<file path="config.mk">
export PLATFORM = sky130hd
export DESIGN_NAME = pmodi2s_tx
export DESIGN_NICKNAME = d
export VERILOG_FILES = /design/src/rtl/pmodi2s_tx.sv
export SDC_FILE = /design/constraint.sdc
export NUM_CORES = 1
export LEC_CHECK = 0
export ABC_AREA = 1
export CAP_MARGIN = 40
export CORE_MARGIN = 2
export CORE_UTILIZATION = 59
export CTS_BUF_LIST = sky130_fd_sc_hd__clkbuf_4 sky130_fd_sc_hd__clkbuf_8 sky130_fd_sc_hd__clkbuf_16
export DETAILED_ROUTE_END_ITERATION = 7
export PLACE_DENSITY = 0.79
export RECOVER_POWER = 50
export REMOVE_ABC_BUFFERS = 1
export SLEW_MARGIN = 0
export SYNTH_ARGS = -nofsm -noshare
export SYNTH_HDL_FRONTEND = slang
export SYNTH_SLANG_ARGS = --single-unit
</file>
<file path="constraint.sdc">
create_clock -name clk -period 2.1 [get_ports clk]
set_input_delay 0.42 -clock clk [delete_from_list [all_inputs] [get_ports clk]]
set_output_delay 0.42 -clock clk [all_outputs]
set_load 0.01 [all_outputs]
</file>
<file path="src/rtl/pmodi2s_tx.sv">
// Mono I2S transmitter for the PmodI2S (CS4344): converts 12-bit offset-binary samples to 24-bit
// two's complement with gain and saturation, buffers one sample and sends it on both channels.
module pmodi2s_tx #(
    parameter int GAIN_SHIFT = 0
) (
    input  logic        clk,
    input  logic        rst,
    input  logic [11:0] in_data,
    input  logic        in_wr,
    output logic        mclk,
    output logic        lrck,
    output logic        sclk,
    output logic        sdin,
    output logic        underrun,
    output logic        overrun
);

    localparam int SHIFT = 12 + GAIN_SHIFT;
    localparam logic signed [35:0] SAT_MAX = 36'sh0007FFFFF;
    localparam logic signed [35:0] SAT_MIN = -36'sh000800000;

    logic [10:0] cnt_q;
    logic [23:0] pend_q;
    logic        pend_v_q;
    logic [23:0] act_q;
    logic [23:0] act_d;
    logic [31:0] shr_q;
    logic        underrun_q;
    logic        overrun_q;

    logic signed [35:0] s12_ext;
    logic signed [35:0] s36;
    logic [23:0]        s24;
    logic               frame_end;
    logic               half_end;
    logic               shift_tick;

    assign frame_end  = (cnt_q == 11'h7FF);
    assign half_end   = (cnt_q[9:0] == 10'h3FF);
    assign shift_tick = (cnt_q[4:0] == 5'h1F);

    // Flipping the MSB turns offset binary into two's complement.
    always_comb begin
        s12_ext = {{24{~in_data[11]}}, ~in_data[11], in_data[10:0]};
        s36     = s12_ext <<< SHIFT;
        if (s36 > SAT_MAX) begin
            s24 = 24'h7FFFFF;
        end else if (s36 < SAT_MIN) begin
            s24 = 24'h800000;
        end else begin
            s24 = s36[23:0];
        end
    end

    // NOTE: every signal written in always_comb gets a default first, so no path can leave it
    // holding its old value and infer a latch.
    always_comb begin
        act_d = act_q;
        if (frame_end) begin
            if (in_wr) begin
                act_d = s24;
            end else if (pend_v_q) begin
                act_d = pend_q;
            end
        end
    end

    // NOTE: sequential state uses non-blocking assignments so every register samples the
    // pre-edge values, regardless of statement order.
    always_ff @(posedge clk) begin
        if (!rst) begin
            cnt_q      <= '0;
            pend_q     <= '0;
            pend_v_q   <= 1'b0;
            act_q      <= '0;
            shr_q      <= '0;
            underrun_q <= 1'b0;
            overrun_q  <= 1'b0;
        end else begin
            cnt_q      <= cnt_q + 11'd1;
            act_q      <= act_d;
            underrun_q <= frame_end && !in_wr && !pend_v_q;
            overrun_q  <= in_wr && pend_v_q;

            // A write landing on the frame load goes straight to act and never occupies the buffer.
            if (frame_end) begin
                pend_v_q <= 1'b0;
            end else if (in_wr) begin
                pend_q   <= s24;
                pend_v_q <= 1'b1;
            end

            // Loading act_d keeps left and right identical even when act changes on this edge.
            if (half_end) begin
                shr_q <= {1'b0, act_d, 7'b0};
            end else if (shift_tick) begin
                shr_q <= {shr_q[30:0], 1'b0};
            end
        end
    end

    assign mclk     = cnt_q[1];
    assign sclk     = cnt_q[4];
    assign lrck     = cnt_q[10];
    assign sdin     = shr_q[31];
    assign underrun = underrun_q;
    assign overrun  = overrun_q;

endmodule
</file>
==> results.json <==
{
  "status": "complete, no violations",
  "arrival_ns": 2.13,
  "p_clk_frac": 0.456,
  "track_usage": 0.249,
  "routed_wl_um": 7350,
  "antenna_found_initial": 0,
  "slew_viol_final": 0,
  "slew_headroom": 0.589,
  "p_switching_uw": 644,
  "ys_warn_count": 0,
  "die_area_mm2": 0.00655,
  "crit_start": "cnt_q[1]$_SDFF_PN0_",
  "finalHoldViolations": 0,
  "grt_pass1_wl_um": 12500,
  "yosysMostFrequentCell": "nand2_1",
  "timing.final.ws_setup_ns": 0.204,
  "timing.rr.end": "shr_q[9]$_SDFFE_PN0P_",
  "synth_top_cell_by_area": "dfxtp_1",
  "max_freq_mhz": 527,
  "rsz0062_at_grt": "false",
  "numCtsBuffers": 9,
  "maxCapViolations": 0,
  "synth_edf_count": 0,
  "fp.dieW_um": 80.9,
  "min_period_ns": 1.90,
  "drc": 0,
  "cp-end-kind": "flip-flop",
  "wl_per_cell_um": 12.9,
  "place_ws_ns": 0.228,
  "synthArstFlopShare": 0,
  "grt_pass1_vias": 2784,
  "worst_ep_required_time_ns": 2.33,
  "power_frac_comb": 0.056,
  "tightest_slew_ns": 0.616,
  "insertion_delay_ns": 0.35,
  "area_growth_pct": 13.2,
  "finalSetupViolCount": 0,
  "cellPowerDensity_mw_per_mm2": 755,
  "overflow": 0,
  "diodes": 0,
  "start_util": 0.601,
  "cts_setup_buffers": 0,
  "switching_share": 0.216,
  "clk_pin_slew_ns": 0.08,
  "ir_worst_vdd_mv": 0.499,
  "fp.dieH_um": 80.9,
  "gp_congestion": 0.858,
  "netlist_area_mm2": 0.00349,
  "postCtsResizedCells": 0,
  "cts_hold_buffers": 0,
  "cts.sinks": 75,
  "cpPeakStageDelay_ns": 0.35,
  "hpwl_um": 4670,
  "r2r_slack_ns": 0.20,
  "core_area_mm2": 0.00582,
  "synth_top_area_frac": 0.430,
  "io_pins": 21,
  "ys_seq_area_frac": 0.430,
  "syn_area_per_cell_um2": 7.40,
  "cts.path.max_buffers": 2,
  "root_buffer": "clkbuf_8",
  "synth_area_leaders": "dfxtp_1 (43%), nand2_1 (13%), nor2_1 (5.6%)",
  "fin_tns_setup_ns": 0,
  "grt_start_max_net_pins": 52,
  "ys_seq_elements": 75,
  "rows": 28,
  "p_leak_uw": 0.00171,
  "path_max_fanout": 18,
  "critPathLaunchType": "flip-flop",
  "hold_depth": 2,
  "worstSetupPathType": "flip-flop to flip-flop",
  "timing.rr.start": "cnt_q[1]$_SDFF_PN0_",
  "viasPerCell": 5.22,
  "drive_gt1_frac": 0.166,
  "worstHoldStart": "act_q[5]$_SDFF_PN0_",
  "cts_tree": "built",
  "holdCritPathClass": "flip-flop to flip-flop",
  "num-fill-cells": 505,
  "drt_iter0_drc": 173,
  "fin_crit_sh": 0.903,
  "detail-route-antenna-nets": 0,
  "synth_common_cells": "nand2_1 (120), dfxtp_1 (75), nor2_1 (52)",
  "clock_skew_ns": 0.00897,
  "h-tree-depth": 3,
  "ys_types": 31,
  "crit_chain": "ha_1 -> nand2_1 -> nor2_2 -> ha_1 -> inv_1 -> nand2_4 -> nor2_1 -> o21ai_1 -> nand2_1",
  "r2r_cells": 9,
  "syn_inst": 472,
  "drtPass1Iterations": 4,
  "cpMaxStageDelayCell": "dfxtp_1",
  "port_buffers": 20,
  "hold_path_end": "act_q[5]$_SDFF_PN0_",
  "power_frac_seq": 0.488,
  "num_vias": 2968,
  "ys.flop_type": "dfxtp_1",
  "internal_power_uw": 2340,
  "final_nets": 506
}
-- area by class of cell --
| type | count | area, um2 | share of cell area |
|---|---|---|---|
| multi-input combinational | 335 | 1680 | 0.425 |
| sequential | 75 | 1500 | 0.380 |
| timing repair buffer | 29 | 287 | 0.0725 |
| inverter | 39 | 146 | 0.0370 |
| clock buffer | 11 | 145 | 0.0367 |
| clock inverter | 5 | 100 | 0.0253 |
| tap | 75 | 93.8 | 0.0237 |
-- power by group through the flow --
stage | clock [uW] | sequential (uW) | combinational (uW)
2_1_floorplan | 0 | 1490 | 77.9
3_3_place_gp | 0 | 1490 | 167
3_5_place_dp | 0 | 1490 | 170
4_1_cts | 1380 | 1460 | 171
5_1_grt | 1450 | 1460 | 186
6_report | 1360 | 1460 | 168
-- sequential cells by signal, indices dropped and copies added (netlist names) --
| register | count |
|---|---|
| pend_v_q | 1 |
| shr_q | 25 |
| cnt_q | 11 |
| overrun | 1 |
| underrun | 1 |
| act_q | 24 |
| pend_q | 12 |
-- worst max-delay path by stage --
| stage | to | depth (start not counted) |
|---|---|---|
| 3_3_place_gp | shr_q[9]$_SDFFE_PN0P_ | 7 |
| 5_1_grt | shr_q[9]$_SDFFE_PN0P_ | 9 |
| 3_5_place_dp | shr_q[22]$_SDFFE_PN0P_ | 9 |
| 4_1_cts | shr_q[9]$_SDFFE_PN0P_ | 9 |
| 6_report | shr_q[9]$_SDFFE_PN0P_ | 9 |
| 2_1_floorplan | shr_q[22]$_SDFFE_PN0P_ | 9 |
-- cell families (layout without fill, tap and decap cells) --
logic type	count (synthesis)	after routing	share of synthesized area
fa+ha+maj	2	2	0.00716
compound gates	60	60	0.0924
simple gates	273	273	0.386
buf+inv	62	84	0.0845
flops	75	75	0.430
-- per-layer routing --
layer / global-route usage / up-vias / routed length (um)
met3: 0.0600 / 9 / 317
li1: - / 1527 / -
met2: 0.413 / 61 / 3530
met1: 0.320 / 1371 / 3400
met4: 0.0797 / 0 / 102
met5: 0 / - / 0
-- stage by stage --
step	instance area [um2]	utilization	power, uW	hold slack (ns)	instances
floorplan	3340	-	1570	0.412	449
global placement	3730	0.642	1660	0.420	553
detailed placement	3730	0.642	1660	0.423	553
CTS	3980	0.684	3010	0.434	569
global route	3950	0.680	3100	0.449	569
finish	3950	0.680	2990	0.432	569
-- critical path, delay by kind of cell (launching register included) --
family	cells	cell delay [ns]
compound gates	1	0.17
fa+ha+maj	2	0.46
buf+inv	1	0.18
flops	1	0.35
simple gates	5	0.61
-- placed cells by master (no fill, tap or decap), types with 2 or more instances in the layout --
cell type        instances
nor3_1                   5
a21oi_1                 17
dfxtp_1                 75
nand3_2                  8
o21ai_1                 19
inv_1                   37
nand2_1                124
nor2_4                   5
nor2_1                  53
o211ai_1                 7
buf_12                   2
dlygate4sd3_1            7
buf_4                    5
or2_2                    6
bufinv_16                3
nand4_1                  3
clkbuf_8                10
clkinv_2                 2
nand2_2                 11
nor3b_1                  5
nor2_2                  19
o21ai_0                 16
nand3_1                 25
ha_1                     2
nand2_4                  6
clkdlybuf4s50_1         13
No activity file was read; power rests on OpenSTA's default activity.
